[src/rtl/merge_arbiter32.sv]
// Round-robin arbiter that merges 32 pulse-driven requesters onto one
// downstream channel, using a one-hot grant and a per-requester free pulse.
module merge_arbiter32 #(
  parameter int N_REQ = 32,
  parameter int IDX_W = 5
) (
  input  logic             clk,
  input  logic             rst,
  input  logic [N_REQ-1:0] i_drive,
  input  logic             i_freeNext,
  output logic             o_driveNext,
  output logic [N_REQ-1:0] o_data,
  output logic [IDX_W-1:0] o_grantIdx,
  output logic [N_REQ-1:0] o_free,
  output logic             o_busy,
  output logic [IDX_W:0]   o_pendCnt,
  output logic             o_err
);

  localparam logic [1:0] S_IDLE  = 2'd0;
  localparam logic [1:0] S_ISSUE = 2'd1;
  localparam logic [1:0] S_WAIT  = 2'd2;

  logic [1:0]       r_state;
  logic [N_REQ-1:0] r_pending;
  logic [IDX_W-1:0] r_ptr;
  logic             r_driveNext;
  logic [N_REQ-1:0] r_data;
  logic [IDX_W-1:0] r_grantIdx;
  logic [N_REQ-1:0] r_free;
  logic             r_busy;
  logic [IDX_W:0]   r_pendCnt;
  logic             r_err;

  logic [IDX_W-1:0] w_selIdx;
  logic             w_selFound;
  logic [IDX_W-1:0] w_probe;
  logic             w_complete;
  logic [N_REQ-1:0] w_clearMask;
  logic [N_REQ-1:0] w_pendingNext;
  logic [IDX_W:0]   w_pendCntNext;
  logic             w_dupDrive;
  logic             w_badFree;
  logic [N_REQ-1:0] w_selOneHot;

  // First pending index at or above the pointer, wrapping 31 -> 0.
  always_comb begin
    w_selIdx   = '0;
    w_selFound = 1'b0;
    w_probe    = '0;
    for (int k = 0; k < N_REQ; k++) begin
      w_probe = r_ptr + IDX_W'(k);
      if (!w_selFound && r_pending[w_probe]) begin
        w_selIdx   = w_probe;
        w_selFound = 1'b1;
      end
    end
  end

  assign w_selOneHot = {{(N_REQ-1){1'b0}}, 1'b1} << w_selIdx;
  assign w_complete  = (r_state == S_WAIT) && i_freeNext;
  assign w_clearMask = w_complete ? r_data : '0;

  // A drive on an already-pending index is dropped; pending is judged pre-edge.
  assign w_pendingNext = (r_pending & ~w_clearMask) | (i_drive & ~r_pending);
  assign w_dupDrive    = |(i_drive & r_pending);
  assign w_badFree     = i_freeNext && (r_state != S_WAIT);

  always_comb begin
    w_pendCntNext = '0;
    for (int k = 0; k < N_REQ; k++) begin
      w_pendCntNext = w_pendCntNext + (IDX_W+1)'(w_pendingNext[k]);
    end
  end

  always_ff @(posedge clk) begin
    if (rst) begin
      r_state     <= S_IDLE;
      r_pending   <= '0;
      r_ptr       <= '0;
      r_driveNext <= 1'b0;
      r_data      <= '0;
      r_grantIdx  <= '0;
      r_free      <= '0;
      r_busy      <= 1'b0;
      r_pendCnt   <= '0;
      r_err       <= 1'b0;
    end else begin
      r_pending   <= w_pendingNext;
      r_pendCnt   <= w_pendCntNext;
      r_driveNext <= 1'b0;
      r_free      <= '0;
      if (w_dupDrive || w_badFree) begin
        r_err <= 1'b1;
      end
      case (r_state)
        S_IDLE: begin
          if (|r_pending) begin
            r_data      <= w_selOneHot;
            r_grantIdx  <= w_selIdx;
            r_driveNext <= 1'b1;
            r_busy      <= 1'b1;
            r_state     <= S_ISSUE;
          end
        end
        S_ISSUE: begin
          r_state <= S_WAIT;
        end
        S_WAIT: begin
          if (i_freeNext) begin
            r_free     <= r_data;
            r_data     <= '0;
            r_grantIdx <= '0;
            r_ptr      <= r_grantIdx + IDX_W'(1);
            r_busy     <= 1'b0;
            r_state    <= S_IDLE;
          end
        end
        default: begin
          r_state <= S_IDLE;
        end
      endcase
    end
  end

  assign o_driveNext = r_driveNext;
  assign o_data      = r_data;
  assign o_grantIdx  = r_grantIdx;
  assign o_free      = r_free;
  assign o_busy      = r_busy;
  assign o_pendCnt   = r_pendCnt;
  assign o_err       = r_err;

endmodule

[config.mk]
export PLATFORM = sky130hd
export DESIGN_NAME = merge_arbiter32
export DESIGN_NICKNAME = d
export VERILOG_FILES = /design/src/rtl/merge_arbiter32.sv
export SDC_FILE = /design/constraint.sdc
export NUM_CORES = 1
export LEC_CHECK = 0
export BUFFER_PORTS_ARGS = -buffer_cell sky130_fd_sc_hd__clkbuf_2
export CAP_MARGIN = 20
export CORE_ASPECT_RATIO = 0.8
export CORE_MARGIN = 5
export CORE_UTILIZATION = 62
export DETAILED_ROUTE_END_ITERATION = 8
export GPL_TIMING_DRIVEN = 1
export PLACE_DENSITY = 0.83
export SYNTH_ARGS = -nofsm -noshare
export SYNTH_HDL_FRONTEND = slang
export SYNTH_SLANG_ARGS = --single-unit
[constraint.sdc]
create_clock -name clk -period 6.31 [get_ports clk]
set_input_delay 0.3155 -clock clk [delete_from_list [all_inputs] [get_ports clk]]
set_output_delay 0.3155 -clock clk [all_outputs]
set_load 0.01 [all_outputs]
# After elaboration in Yosys (flattened, before gate mapping)
# Index checks and enable logic that the tools add are counted.
# classes
add_sub_neg	63
order_cmp	32
eq_ne	5
shift	1
n_mux	141
bitwise_logic	9
reduce_logical	74
# ops
op	count
< comparator 5 x 6 -> 1 bit (second input constant)	32
2-to-1 mux 5 bit	34
binary-select mux 1 bit (select 5 bit)	32
adder 6 x 1 -> 6 bit	26
AND 32 bit	3
2-to-1 mux 32 bit	3
adder 5 bit (second input constant)	16
2-to-1 mux 1 bit	66
NOT 32 bit	2
case mux 32 bit (2 select lines)	1
OR reduction 32 bit	2
adder 5 x 4 -> 5 bit (second input constant)	8
logical AND 1 bit	33
bitwise OR 32 bit	1
left shift 1 x 5 -> 32 bit (first input constant)	1
logical NOT 1 bit	31
adder 5 x 3 -> 5 bit (second input constant)	4
adder 5 x 1 -> 5 bit (second input constant)	2
adder 5 x 2 -> 5 bit (second input constant)	2
case mux 5 bit (2 select lines)	1
adder 5 x 1 -> 6 bit	1
!= test 2 bit (second input constant)	3
case mux 2 bit (3 select lines)	1
adder 4 x 1 -> 5 bit	1
other kinds (15)	19
# totals
register_bits	117
out_inout_bits	78
elab_cells	335

# Depth between registers and ports, before layout
# logic_depth
ltp_word	99
ltp_mapped	26

# Worst setup path after synthesis
# No wires, ideal clock.
# synth_timing
kind	register to register
startpoint	register r_ptr[1]
endpoint	register r_data[18], in the netlist o_data[18]
setup_time_ns	0.061
arrival_time_ns	5.646
required_ns	6.249
path_slack_ns	0.602
stages_incl_launch_ff	23
n_path_buf	9
period_less_slack_ns	5.708
path_cell_list	dfxtp_1 buf_2 buf_6 buf_6 buf_4 clkinv_1 ha_1 buf_6 buf_6 mux4_2 mux4_2 mux2_4 nor4b_4 and4bb_1 buf_4 nand3_4 or4_4 o32a_1 a21oi_2 or2_0 buf_4 buf_6 a32o_1
# synth_between
elab_chain_cells	99
elab_cells_between_ends	223
cone_classes	add/sub: 31; shift: 1; mux: 129; reduce/logical: 62
# synth_lines
item	line	rtl
from (decl)	26	logic [IDX_W-1:0] r_ptr;
from (signal assigned)	114	r_ptr <= r_grantIdx + IDX_W'(1);
parallel branches: the longest is 95 deep, another holds adder 5 x 1 -> 5 bit	-	
2-to-1 mux 5 bit (*)	53	if (!w_selFound && r_pending[w_probe]) begin
left shift 1 x 5 -> 32 bit (*)	60	assign w_selOneHot = {{(N_REQ-1){1'b0}}, 1'b1} << w_selIdx;
2-to-1 mux 32 bit (*)	98	if (|r_pending) begin
case mux 32 bit (2 select lines) (*)	96	case (r_state)
to (signal assigned)	99	r_data <= w_selOneHot;
to (decl)	28	logic [N_REQ-1:0] r_data;
# Mark *: on every way between the ends. The select of a mux whose other input is x is not followed.
# A chain may end at the register's enable or synchronous reset.

# Worst setup path in the final report
# layout_timing
startpoint	register r_ptr[1]
endpoint	register r_data[17], in the netlist o_data[17]
# The elaborated chain is that of the path after synthesis.

==> flow_metrics.tcl <==
set metrics [dict create \
    outcome "complete, no violations" \
    fin_util 0.7147 \
    finalCriticalPeriod_ns 6.147 \
    detail_route.wl_per_cell_um 30.14 \
    cp.arrival_ns 6.51 \
    rrSetupSlack_ns 0.16 \
    syn_avg_cell_area_sq_um 8.949 \
    synth-seq-cells 117 \
    synth_top_area_frac 0.2015 \
    setup_tns_ns 0 \
    synth.net_count 1378 \
    synthFlopType "dfxtp_1" \
    setup_slack_ns 0.1627 \
    fmax_mhz 162.7 \
    power_density_nw_per_um2 302.8 \
    numCtsBuffers 17 \
    worstPathMaxFanout 18 \
    finalHoldViolCount 0 \
    maxSlewHeadroom 0.2953 \
    rsz0062_at_grt "no" \
    rr_worst_depth 16 \
    io_pins 113 \
    overflow 0 \
    skew_ns 0.01380 \
    ff_latch_area_sq_um 2347 \
    tritoncts "built" \
    syn_area_sq_um 11620 \
    rows 44 \
    firstDrtPassIters 7 \
    setup_violations 0 \
    yosys-top-cells-area "dfxtp_1, mux4_2, mux2i_1" \
    hp-class "input pin to flop" \
    fin_nets 1466 \
    cts_hold_buf 0 \
    criticalPathCategory "flop to flop" \
    dp_worst_setup_slack_ns 0.3572 \
    timing.rr.end "o_data[17]" \
    ys_seq_area_frac 0.2015 \
    vias 12629 \
    grt_pass1_vias 11651 \
    grt_start_max_net_pins 77 \
    synth-edff-count 0 \
    area_delta_synth_final_pct 12.38 \
    drt_iter0_markers 2505 \
    drive_gt1_frac 0.2579 \
    clk_latency_ns 0.42 \
    worstPathRequired_ns 6.67 \
    finalInstanceArea_sq_um 13060 \
    fp.dieW_um 163.1 \
    vias_per_cell 7.635 \
    die_area_sq_um 21610 \
    hold_ws_ns 0.2570 \
    grt_pass1_wl_mm 73.50 \
    fill_cells 1387 \
    end_kind "flop" \
    port_buffers 112 \
    endpoint "o_data[17]" \
    core_sq_um 18280 \
    htree_levels 4 \
    start_util 0.6360 \
    crit_start "r_ptr[1]" \
    power_mw 3.956 \
    crit_path_start_kind "flop" \
    drt-total-wl_mm 49.84 \
    synth-async-reset-ratio 0 \
    yosysWarnings 0 \
    tightest_slew_ns 1.057 \
    gp_congestion 1.115 \
    slew_viol_final 0 \
    power_leakage_nw 4.998 \
    post-synth-top-area-cell "dfxtp_1" \
    multi_input_area_sq_um 8598 \
    die_y_um 132.5 \
    dp_cells 1621 \
    drtAntennaViolNets 0 \
    track_usage 0.4502 \
    clk_pin_slew_ns 0.06 \
    synthCells 1299 \
    irDropWorstVdd_v 0.0003933 \
    grt_antenna_before_repair 2 \
    drc 0 \
    cap_violations 0 \
    fin_cells 1654 \
    synth_cell_type_count 95 \
    cts_buffer_depth 2 \
    fin_crit_sh 0.9742 \
    hpwl_mm 36.36 \
    r2r-start "r_ptr[1]" \
    cts-root-buf "clkbuf_16" \
    clock-sinks 117 \
    placed_cell_area_sq_um 12490 \
]
registers in the layout, indices dropped and copies added (netlist names):
name         flops
r_state          2
o_busy           1
o_err            1
o_driveNext      1
o_pendCnt        6
o_data          32
r_ptr            5
o_grantIdx       5
o_free          32
r_pending       32
final cells by class:
class | instances | area share
timing repair buffer | 176 | 0.08160
sequential | 117 | 0.1797
antenna | 1 | 0.0001916
tap | 253 | 0.02423
clock buffer | 19 | 0.03390
multi-input combinational | 1031 | 0.6582
clock inverter | 13 | 0.009578
inverter | 44 | 0.01264
report_power, final:
group          switching [mW]  internal [mW]  total, mW
combinational            1.27          0.839       2.11
clock                   0.380          0.556      0.937
sequential              0.114          0.798      0.913
total                    1.76           2.19       3.96
routing by layer:
layer  track usage  vias up  wire length [um]
li1              -     5135                 -
met1        0.6283     5929             18480
met2        0.5998     1298             19560
met3        0.2320      263              9514
met4        0.1486        4              2257
met5             0        -                30
worst max-delay path, stage by stage, from the launching register on:
cell and delay, ns:
dfxtp_4 0.50, clkinv_1 0.13, ha_1 0.31, buf_4 0.30
mux4_2 0.62, mux4_2 0.52, mux2i_1 0.59, nand3_1 0.39
or2_2 0.44, nor3_1 0.48, nor4_1 0.24, buf_4 0.20
a41oi_1 0.22, a211oi_2 0.14, nor3_2 0.36, nor3b_2 0.44
a22o_1 0.19
cells in the final DEF, fill, tap and decap left out, types with 20 or more instances in the layout:
cell type  count
and2_1        38
mux4_2        72
nor2_1       109
nor4_1        21
clkbuf_2     112
ha_1          20
nor2b_1       34
mux2i_1       78
inv_1         40
nand3_1       37
buf_4         62
a21oi_1       43
nor3_1        28
a31oi_1       30
xnor2_1       22
dfxtp_1      115
fa_1          24
nand2_1       78
o21ai_0       52
mux2_2        32
Yosys cell counts (all sizes together) (24+ instances only):
cell type	number
nand3	38
fa	24
a31oi	31
o21ai	58
and2	39
buf	41
mux2	33
inv	42
a21oi	45
nor3	30
nor2	112
clkbuf	66
dfxtp	117
nor2b	34
mux2i	78
mux4	72
xnor2	26
nor4	24
nand2	78
what timing repair did:
action | CTS | global route
setup buffers | 0 | 0
resized for setup | 0 | 4
hold endpoints to repair | 0 | 0
setup endpoints to repair | 0 | 14
worst min-delay path by stage:
stage	startpoint	endpoint	slack (ns)	cells after the start
after global routing	i_freeNext	r_state[1]	0.30	4
after detailed placement	o_busy	o_busy	0.48	2
final	i_freeNext	r_state[1]	0.26	4
after global placement	r_state[0]	r_state[1]	0.49	2
after CTS	i_freeNext	r_state[1]	0.25	4
after floorplan	r_state[0]	r_state[1]	0.47	2
kinds of logic (layout without fill, tap and decap cells):
| family | count (synthesis) | count (layout) | synth area share |
|---|---|---|---|
| xor gates and xnor gates | 36 | 36 | 0.02971 |
| and+or+nand+nor | 448 | 448 | 0.2082 |
| AOI/OAI and AO/OA | 320 | 320 | 0.1987 |
| other | 0 | 1 | 0 |
| muxes | 183 | 183 | 0.2389 |
| DFF | 117 | 117 | 0.2015 |
| adders and majority gates | 44 | 44 | 0.06286 |
| buffers and inverters | 151 | 252 | 0.06017 |
No activity file was read; power rests on OpenSTA's default activity.
